### config.mk
export PLATFORM = sky130hd
export DESIGN_NAME = multicycle_control_unit
export DESIGN_NICKNAME = d
export VERILOG_FILES = /design/src/rtl/rv_mc_pkg.sv /design/src/rtl/multicycle_control_unit_alu_decoder.sv /design/src/rtl/multicycle_control_unit.sv
export SDC_FILE = /design/constraint.sdc
export NUM_CORES = 1
export LEC_CHECK = 0
export BUFFER_PORTS_ARGS = -buffer_cell sky130_fd_sc_hd__buf_2
export CAP_MARGIN = 30
export CORE_UTILIZATION = 40
export DETAILED_ROUTE_END_ITERATION = 16
export GPL_ROUTABILITY_DRIVEN = 0
export PLACE_DENSITY = 0.66
export REMOVE_ABC_BUFFERS = 1
export SYNTH_ARGS = -nofsm -noshare
export SYNTH_HDL_FRONTEND = slang
export SYNTH_HIERARCHICAL = 1
export SYNTH_SLANG_ARGS = --single-unit
### constraint.sdc
create_clock -name clk -period 2 [get_ports clk]
set_clock_uncertainty 0.1 [all_clocks]
set_input_delay 0 -clock clk [delete_from_list [all_inputs] [get_ports clk]]
set_output_delay 0 -clock clk [all_outputs]
set_load 0.02 [all_outputs]
### src/rtl/rv_mc_pkg.sv
// Shared types and encodings for the multi-cycle RV32I control unit.
package rv_mc_pkg;

  typedef enum logic [3:0] {
    FETCH    = 4'd0,
    DECODE   = 4'd1,
    MEMADR   = 4'd2,
    MEMREAD  = 4'd3,
    MEMWB    = 4'd4,
    MEMWRITE = 4'd5,
    EXECR    = 4'd6,
    EXECI    = 4'd7,
    ALUWB    = 4'd8,
    BRANCH   = 4'd9,
    JAL      = 4'd10
  } state_t;

  localparam logic [6:0] OP_LW  = 7'b0000011;
  localparam logic [6:0] OP_SW  = 7'b0100011;
  localparam logic [6:0] OP_R   = 7'b0110011;
  localparam logic [6:0] OP_I   = 7'b0010011;
  localparam logic [6:0] OP_BR  = 7'b1100011;
  localparam logic [6:0] OP_JAL = 7'b1101111;

  localparam logic [2:0] ALU_ADD = 3'b000;
  localparam logic [2:0] ALU_SUB = 3'b001;
  localparam logic [2:0] ALU_AND = 3'b010;
  localparam logic [2:0] ALU_OR  = 3'b011;
  localparam logic [2:0] ALU_SLT = 3'b101;

  localparam logic [1:0] ALUOP_ADD   = 2'b00;
  localparam logic [1:0] ALUOP_SUB   = 2'b01;
  localparam logic [1:0] ALUOP_FUNCT = 2'b10;

  localparam logic [1:0] RES_ALUOUT    = 2'b00;
  localparam logic [1:0] RES_DATA      = 2'b01;
  localparam logic [1:0] RES_ALURESULT = 2'b10;

  localparam logic [1:0] SRCA_PC    = 2'b00;
  localparam logic [1:0] SRCA_OLDPC = 2'b01;
  localparam logic [1:0] SRCA_RS1   = 2'b10;

  localparam logic [1:0] SRCB_RS2  = 2'b00;
  localparam logic [1:0] SRCB_IMM  = 2'b01;
  localparam logic [1:0] SRCB_FOUR = 2'b10;

  localparam logic [1:0] IMM_I = 2'b00;
  localparam logic [1:0] IMM_S = 2'b01;
  localparam logic [1:0] IMM_B = 2'b10;
  localparam logic [1:0] IMM_J = 2'b11;

  // Immediate format follows the opcode alone, independent of FSM state.
  function automatic logic [1:0] imm_src_of(input logic [6:0] op);
    logic [1:0] imm;
    case (op)
      OP_LW, OP_I: imm = IMM_I;
      OP_SW:       imm = IMM_S;
      OP_BR:       imm = IMM_B;
      OP_JAL:      imm = IMM_J;
      default:     imm = IMM_I;
    endcase
    return imm;
  endfunction

endpackage

### src/rtl/multicycle_control_unit_alu_decoder.sv
// ALUOp/funct to ALUControl translation, purely combinational.
module mc_alu_decoder
  import rv_mc_pkg::*;
#(
  parameter int ALUCTRL_W = 3
) (
  input  logic [1:0]           alu_op,
  input  logic [2:0]           funct_3,
  input  logic                 funct_7,
  input  logic                 op_5,
  output logic [ALUCTRL_W-1:0] alu_control
);

  logic [2:0] code_s;

  // Select the ALU operation; only R-type with funct7 set turns funct3=000 into sub.
  always_comb begin
    code_s = ALU_ADD;
    case (alu_op)
      ALUOP_ADD: code_s = ALU_ADD;
      ALUOP_SUB: code_s = ALU_SUB;
      ALUOP_FUNCT: begin
        case (funct_3)
          3'b000: begin
            if (op_5 && funct_7) begin
              code_s = ALU_SUB;
            end else begin
              code_s = ALU_ADD;
            end
          end
          3'b010:  code_s = ALU_SLT;
          3'b110:  code_s = ALU_OR;
          3'b111:  code_s = ALU_AND;
          default: code_s = ALU_ADD;
        endcase
      end
      default: code_s = ALU_ADD;
    endcase
  end

  assign alu_control = ALUCTRL_W'(code_s);

endmodule

### src/rtl/multicycle_control_unit.sv
// Multi-cycle RV32I control FSM with cache-ready handshake and stall watchdog.
module multicycle_control_unit
  import rv_mc_pkg::*;
#(
  parameter int ALUCTRL_W     = 3,
  parameter int EN_BNE        = 1,
  parameter int STALL_TIMEOUT = 255,
  parameter int CNT_W         = 8
) (
  input  logic                 clk,
  input  logic                 rst_n,
  input  logic [6:0]           op,
  input  logic [2:0]           funct_3,
  input  logic                 funct_7,
  input  logic                 Zero,
  input  logic                 mem_ready,
  output logic                 PCWrite,
  output logic                 AdrSrc,
  output logic                 MemRead,
  output logic                 MemWrite,
  output logic                 IRWrite,
  output logic [1:0]           ResultSrc,
  output logic [1:0]           ALUSrcA,
  output logic [1:0]           ALUSrcB,
  output logic [1:0]           ImmSrc,
  output logic                 RegWrite,
  output logic [ALUCTRL_W-1:0] ALUControl,
  output logic                 illegal_instr,
  output logic                 mem_timeout
);

  localparam logic [CNT_W-1:0] LIMIT  = CNT_W'(STALL_TIMEOUT);
  localparam bit               WD_ON  = (STALL_TIMEOUT != 0);
  localparam bit               BNE_ON = (EN_BNE != 0);

  state_t           state_r, next_state_s;
  logic [CNT_W-1:0] cnt_r, cnt_nxt_s;
  logic             timeout_r;
  logic             wait_s;
  logic             pc_write_s, mem_read_s, mem_write_s, ir_write_s, reg_write_s;
  logic             adr_src_s, illegal_s;
  logic [1:0]       result_src_s, alu_src_a_s, alu_src_b_s, alu_op_s;

  // State register; reset always lands in FETCH.
  always_ff @(posedge clk or negedge rst_n) begin
    if (!rst_n) begin
      state_r <= FETCH;
    end else begin
      state_r <= next_state_s;
    end
  end

  // Next-state and per-state control decode.
  always_comb begin
    next_state_s = state_r;
    pc_write_s   = 1'b0;
    adr_src_s    = 1'b0;
    mem_read_s   = 1'b0;
    mem_write_s  = 1'b0;
    ir_write_s   = 1'b0;
    reg_write_s  = 1'b0;
    illegal_s    = 1'b0;
    result_src_s = RES_ALUOUT;
    alu_src_a_s  = SRCA_PC;
    alu_src_b_s  = SRCB_RS2;
    alu_op_s     = ALUOP_ADD;
    case (state_r)
      FETCH: begin
        mem_read_s   = 1'b1;
        alu_src_b_s  = SRCB_FOUR;
        result_src_s = RES_ALURESULT;
        if (mem_ready) begin
          ir_write_s   = 1'b1;
          pc_write_s   = 1'b1;
          next_state_s = DECODE;
        end else begin
          next_state_s = FETCH;
        end
      end
      DECODE: begin
        alu_src_a_s = SRCA_OLDPC;
        alu_src_b_s = SRCB_IMM;
        case (op)
          OP_LW, OP_SW: next_state_s = MEMADR;
          OP_R:         next_state_s = EXECR;
          OP_I:         next_state_s = EXECI;
          OP_BR:        next_state_s = BRANCH;
          OP_JAL:       next_state_s = JAL;
          default: begin
            next_state_s = FETCH;
            illegal_s    = 1'b1;
          end
        endcase
      end
      MEMADR: begin
        alu_src_a_s = SRCA_RS1;
        alu_src_b_s = SRCB_IMM;
        if (op == OP_LW) begin
          next_state_s = MEMREAD;
        end else if (op == OP_SW) begin
          next_state_s = MEMWRITE;
        end else begin
          next_state_s = FETCH;
        end
      end
      MEMREAD: begin
        adr_src_s  = 1'b1;
        mem_read_s = 1'b1;
        if (mem_ready) begin
          next_state_s = MEMWB;
        end else begin
          next_state_s = MEMREAD;
        end
      end
      MEMWB: begin
        result_src_s = RES_DATA;
        reg_write_s  = 1'b1;
        next_state_s = FETCH;
      end
      MEMWRITE: begin
        adr_src_s   = 1'b1;
        mem_write_s = 1'b1;
        if (mem_ready) begin
          next_state_s = FETCH;
        end else begin
          next_state_s = MEMWRITE;
        end
      end
      EXECR: begin
        alu_src_a_s  = SRCA_RS1;
        alu_src_b_s  = SRCB_RS2;
        alu_op_s     = ALUOP_FUNCT;
        next_state_s = ALUWB;
      end
      EXECI: begin
        alu_src_a_s  = SRCA_RS1;
        alu_src_b_s  = SRCB_IMM;
        alu_op_s     = ALUOP_FUNCT;
        next_state_s = ALUWB;
      end
      ALUWB: begin
        reg_write_s  = 1'b1;
        next_state_s = FETCH;
      end
      BRANCH: begin
        alu_src_a_s  = SRCA_RS1;
        alu_src_b_s  = SRCB_RS2;
        alu_op_s     = ALUOP_SUB;
        next_state_s = FETCH;
        if (funct_3 == 3'b000) begin
          pc_write_s = Zero;
        end else if ((funct_3 == 3'b001) && BNE_ON) begin
          pc_write_s = ~Zero;
        end else begin
          illegal_s = 1'b1;
        end
      end
      JAL: begin
        alu_src_a_s  = SRCA_OLDPC;
        alu_src_b_s  = SRCB_FOUR;
        pc_write_s   = 1'b1;
        next_state_s = ALUWB;
      end
      default: next_state_s = FETCH;
    endcase
  end

  assign wait_s = (state_r == FETCH) || (state_r == MEMREAD) || (state_r == MEMWRITE);

  // Stall counter: counts consecutive not-ready cycles in a wait state, saturating at the limit.
  always_comb begin
    if (wait_s && !mem_ready) begin
      if (cnt_r == LIMIT) begin
        cnt_nxt_s = cnt_r;
      end else begin
        cnt_nxt_s = cnt_r + CNT_W'(1);
      end
    end else begin
      cnt_nxt_s = '0;
    end
  end

  // Watchdog state; the timeout flag is sticky until reset.
  always_ff @(posedge clk or negedge rst_n) begin
    if (!rst_n) begin
      cnt_r     <= '0;
      timeout_r <= 1'b0;
    end else begin
      cnt_r <= cnt_nxt_s;
      if (WD_ON && (cnt_nxt_s == LIMIT)) begin
        timeout_r <= 1'b1;
      end
    end
  end

  mc_alu_decoder #(.ALUCTRL_W(ALUCTRL_W)) u_alu_dec (
    .alu_op      (alu_op_s),
    .funct_3     (funct_3),
    .funct_7     (funct_7),
    .op_5        (op[5]),
    .alu_control (ALUControl)
  );

  // Enables and memory requests are forced low the instant reset asserts.
  assign PCWrite       = pc_write_s  & rst_n;
  assign IRWrite       = ir_write_s  & rst_n;
  assign RegWrite      = reg_write_s & rst_n;
  assign MemWrite      = mem_write_s & rst_n;
  assign MemRead       = mem_read_s  & rst_n;
  assign AdrSrc        = adr_src_s;
  assign ResultSrc     = result_src_s;
  assign ALUSrcA       = alu_src_a_s;
  assign ALUSrcB       = alu_src_b_s;
  assign ImmSrc        = imm_src_of(op);
  assign illegal_instr = illegal_s;
  assign mem_timeout   = timeout_r;

endmodule

# Word level (Yosys, flattened, before mapping)
# Index checks and enable logic that the tools add are counted.
# W data, S select, Z words.
word_totals:
  inputBits: 15
  rom_bits: 0
  register_bits: 13
  word_cells: 82
  n_memories: 0
  ramBits: 0
  out_inout_bits: 19
  latchBits: 0
classes:
  n_eq_ne: 24
  n_shift: 0
  mux: 30
  n_lt_le_gt_ge: 0
  n_div: 0
  bitwise_logic: 6
  mul: 0
  n_reduce_logical: 18
  add_sub_neg: 1
ops:
  columns: ["operator", "count"]
  rows:
  - ["$pmux W4 S6", 1]
  - ["$pmux W4 S5", 1]
  - ["$eq A4 B3 Y1 const B", 4]
  - ["$eq A8 B8 Y1 const B", 2]
  - ["$mux W8", 2]
  - ["$pmux W2 S2", 4]
  - ["$eq A7 B6 Y1 const B", 2]
  - ["$eq A7 B7 Y1 const B", 2]
  - ["$reduce_or A2 Y1", 7]
  - ["$mux W1", 13]
  - ["$eq A4 B4 Y1 const B", 3]
  - ["$mux W3", 4]
  - ["$pmux W3 S4", 1]
  - ["$add A8 B1 Y8 const B", 1]
  - ["$eq A4 B2 Y1 const B", 2]
  - ["$eq A7 B2 Y1 const B", 1]
  - ["$eq A7 B5 Y1 const B", 1]
  - ["$eq A3 B3 Y1 const B", 2]
  - ["$pmux W2 S3", 1]
  - ["$pmux W3 S2", 1]
  - ["$reduce_or A3 Y1", 2]
  - ["$reduce_or A6 Y1", 1]
  - ["$and A1 B1 Y1", 5]
  - ["$eq A4 B1 Y1 const B", 1]
  - ["other kinds (13)", 15]

# Depth between registers and ports, before layout
logic_depth:
  ltp_word: 6
  depth_mapped: 8
  mapped_depth_nobuf: 8

# Hierarchy
# Netlist, hierarchy kept.
modules_own_cells:
  columns: ["module", "area_per_inst_um2", "instances", "cells_per_inst", "seq_area_each_um2"]
  rows:
  - ["multicycle_control_unit", 1149.9, 1, 151, 325.3]
  - ["mc_alu_decoder", 96.3, 1, 11, 0.0]

# Worst setup path after synthesis
# No wires, ideal clock.
synth_timing:
  path_kind: "flip-flop to output port"
  start: "register state_r[2]"
  end: "output ALUControl[2]"
  n_path_buf: 1
  required_time_ns: 1.900
  slack_ns: -0.219
  stages_incl_launch_ff: 6
  arrival_ns: 2.119
  path_cell_list: "dfrtp_1 -> clkbuf_1 -> nor2b_1 -> and2_1 -> ha_1 -> nor4b_1"
synth_via:
  elab_chain_len: 5
  elab_cells_between_ends: 8
  classes_between: "eq/ne (5); mux (2); reduce/logical (1)"
synth_rtl:
  columns: ["item", "line_no", "source"]
  rows:
  - ["from (decl)", "multicycle_control_unit.sv:36", "state_t state_r, next_state_s;"]
  - ["from (signal assigned)", "multicycle_control_unit.sv:49", "state_r <= next_state_s;"]
  - ["$eq A4 B3 Y1", "multicycle_control_unit.sv:67", "case (state_r)"]
  - ["$reduce_or A2 Y1 (no line)", null, null]
  - ["$pmux W2 S2 (*)", "multicycle_control_unit.sv:67", null]
  - ["named net alu_op_s[1]", "multicycle_control_unit.sv:42", "logic [1:0] result_src_s, alu_src_a_s, alu_src_b_s, alu_op_s;"]
  - ["$eq A2 B2 Y1 / $eq A2 B1 Y1 (equally long branches)", "multicycle_control_unit_alu_decoder.sv:19", "case (alu_op)"]
  - ["$pmux W3 S2 (*)", "multicycle_control_unit_alu_decoder.sv:19", null]
  - ["to (decl)", "multicycle_control_unit.sv:27", "output logic [ALUCTRL_W-1:0] ALUControl,"]
# The timed path passes the listed nets; every way through them passes the cells marked *.

# Worst setup path after layout
layout_timing:
  start: "register state_r[2]"
  end: "output ALUControl[0]"
# The elaborated chain is that of the path after synthesis.

==> impl_results.md <==
- Status: complete, but fails checks
- Failing checks: design-rule violations
- Cells along the critical path: buf_6, nor2b_4, and2_4, inv_1, ha_1, inv_1, a221oi_2, buf_4
- Number of synthesis warnings: 6
- H-tree Lvls: 1
- Post-synth EDFFs: 0
- Port buffer count: 33
- Share of layout cells above drive strength 1: 33.50%
- Async SR Flop Fraction: 100.0%
- Req. time, crit path: 1.90 ns
- Tcrit/Tclk final: 97.31%
- Largest net degree at the start of global routing: 19
- Synth area leader: dfrtp_1
- Fmax: 513.8 MHz
- CP Class: flip-flop to output pin
- Flops & latches, synth: 13
- Routed met1 length: 1439 um
- Top FF cell, synth: dfrtp_1
- DIE AREA: 3343 um2
- Vias in the first global route: 1,265
- Avg WL per Cell: 14.50 um
- # setup viols final: 0
- Max-cap violations: 0
- Reg clk slew, reported paths: 0.06 ns
- HP Class: input port to flip-flop
- Leak: 0.7642 nW
- Hold Violations, Final: 0
- Final HPWL from detailed placement: 2433 um
- Root Driver: clkbuf_4
- Data arrival, critical path: 1.85 ns
- Syn avg cell area: 7.693 um2
- Most frequent cell after synthesis: nor2_1
- Critical Path Start Type: flip-flop
- Tightest Pin Transition: 0.6751 ns
- Power Total: 0.6262 mW
- Gr ovfl total: 0
- Most used cell, CP: inv_1
- Crit-path max cell delay: 0.39 ns
- Clock Path Buffers: 2
- Top Metal Used: met4
- Register area: 327.8 um2
- Vias post-DR: 1,442
- Met2 WL: 1740 um
- # diodes: 0
- Cell Area, Synth: 1246 um2
- Buf+Inv Stages, Crit Path: 4
- Initial antenna violation count: 0
- Pwr dens: 384.7 nW/um2
- Total GRT Usage: 21.24%
- Multi-input gate area: 897.1 um2
- Routed vias/inst: 6.084
- Die Width: 57.82 um
- Clock latency on the worst-skew pair: 0.28 ns
- Clk sink count: 13
- DR WL met3: 207 um
- Commonest cells post-synth: nor2_1 (18), nand2_1 (14), dfrtp_1 (13)
- Area Overhead vs Synth: 30.62%
- Final ANT Viol Nets: 0
- Routed WL: 3437 um
- Initial Utilization: 43.68%
- Drt first pass iters: 11
- Slowest CP cell: dfrtp_1
- Top cell type's share of synthesized area: 26.10%
- Final slew viol count: 0
- Syn Inst Count: 162
- Num CTS Buffers: 3
- # DRC: 1
- Post-synthesis sequential area ratio: 26.10%
- Net count, final: 225
- VDD IR max: 233.9 uV
- # fillers: 252
- Synth cell types: 49
- Io pins: 34
- Drt initial violations: 80
- Die Y: 57.82 um
- Post-route setup TNS: 0 ns
- RSZ-0062 raised after global routing: false
- Critical path fanouts, max: 8
- CTS tree: done
- Final critical-path required period: 1.946 ns
- Standard-cell rows: 19
- Rel. slew slack: 54.58%
- CP Capture Type: output pin
- Critical path's top delay family: buffers and inverters
- Synth top area cells: dfrtp_1 (26%), nor2_1 (5.4%), nand2_1 (4.2%), a21oi_1 (3.2%), ha_1 (3.0%)
- First-pass GRT wire length: 5692 um
- Core area: 2853 um2
worst paths after layout:
path                             start            end  slack [ns]  cells past startpoint
setup / recovery            state_r[2]  ALUControl[0]        0.05                      8
hold / removal                   op[2]     state_r[0]        0.03                      4
setup reg to reg              cnt_r[0]    mem_timeout        0.12                      6
hold reg to reg            mem_timeout    mem_timeout        0.37                      2
max in group asynchronous        rst_n     state_r[3]        1.45                      2
min in group asynchronous        rst_n       cnt_r[4]        0.05                      2
worst register-to-register path, cell delays in order (launching register included):
cell and delay [ns]:
dfrtp_1 0.43, ha_1 0.21, buf_4 0.16, nand2_1 0.07, o211ai_1 0.20, o2111ai_1 0.23
o41ai_2 0.38
area by class of cell:
cell class,instances,share of cell area (%)
repair buffers,48,18.22
multi-input cells,130,55.11
inverters,11,2.537
clock buffers,4,1.614
flip-flops and latches,13,20.14
well taps,31,2.383
cell usage in the layout, fill, tap and decap left out, drive strengths merged, types with 4 or more instances in the layout:
cell,synthesis,final
buf,4,45
o21ai,7,7
nand2,14,14
a31oi,5,5
dfrtp,13,13
a21oi,8,8
inv,11,11
nor2,18,18
nand3,7,7
nand2b,6,6
nor3,7,7
nor3b,4,4
clkbuf,4,4
and3,4,4
per-stage QoR:
step                util (%)  hold slack (ns)  instances  setup WS (ns)  instance area, um2
CTS                    54.74          0.02057        233       0.004083                1562
floorplan                  -          -0.3956        154        -0.2658                1204
global route           57.06          0.05123        237       0.004778                1628
finish                 57.06          0.02954        237        0.05376                1628
detailed placement     51.45          -0.1674        226         0.1276                1468
global placement       51.45          -0.1718        226         0.1830                1468
routing by layer:
layer,track usage [%],vias to the layer above
li1,-,688
met1,27.73,693
met2,35.96,55
met3,4.018,6
met4,5.782,0
met5,0,-
report_power, final:
| part | leakage [nW] | internal, mW | switching [mW] |
|---|---|---|---|
| clock network | 0.0150 | 0.0774 | 0.0803 |
| logic | 0.579 | 0.0789 | 0.109 |
| registers | 0.170 | 0.270 | 0.0110 |
state kept, by name, summed over array words and instances (netlist names):
register and cells:
cnt_r 8, mem_timeout 1, state_r 4
repair_timing:
| action | 4_1_cts | 5_1_grt |
|---|---|---|
| setup buffers | 0 | 4 |
| endpoints found under the setup margin | 3 | 3 |
| resized for setup | 8 | 10 |
| endpoints found under the hold margin | 15 | 0 |
| pin swaps | 1 | 1 |
| hold buffers | 3 | 0 |
cell families (layout without fill, tap and decap cells):
logic type,after synthesis,after routing,share of synthesized area (%)
multiplexers,3,3,2.811
AND/OR/NAND/NOR,82,82,36.85
buffers and inverters,19,63,6.726
flip-flops,13,13,26.10
XOR/XNOR,6,6,4.218
AO/OA/AOI/OAI,36,36,20.28
adder cells (fa/ha/maj),3,3,3.012
(Power assumes the default switching activity.)
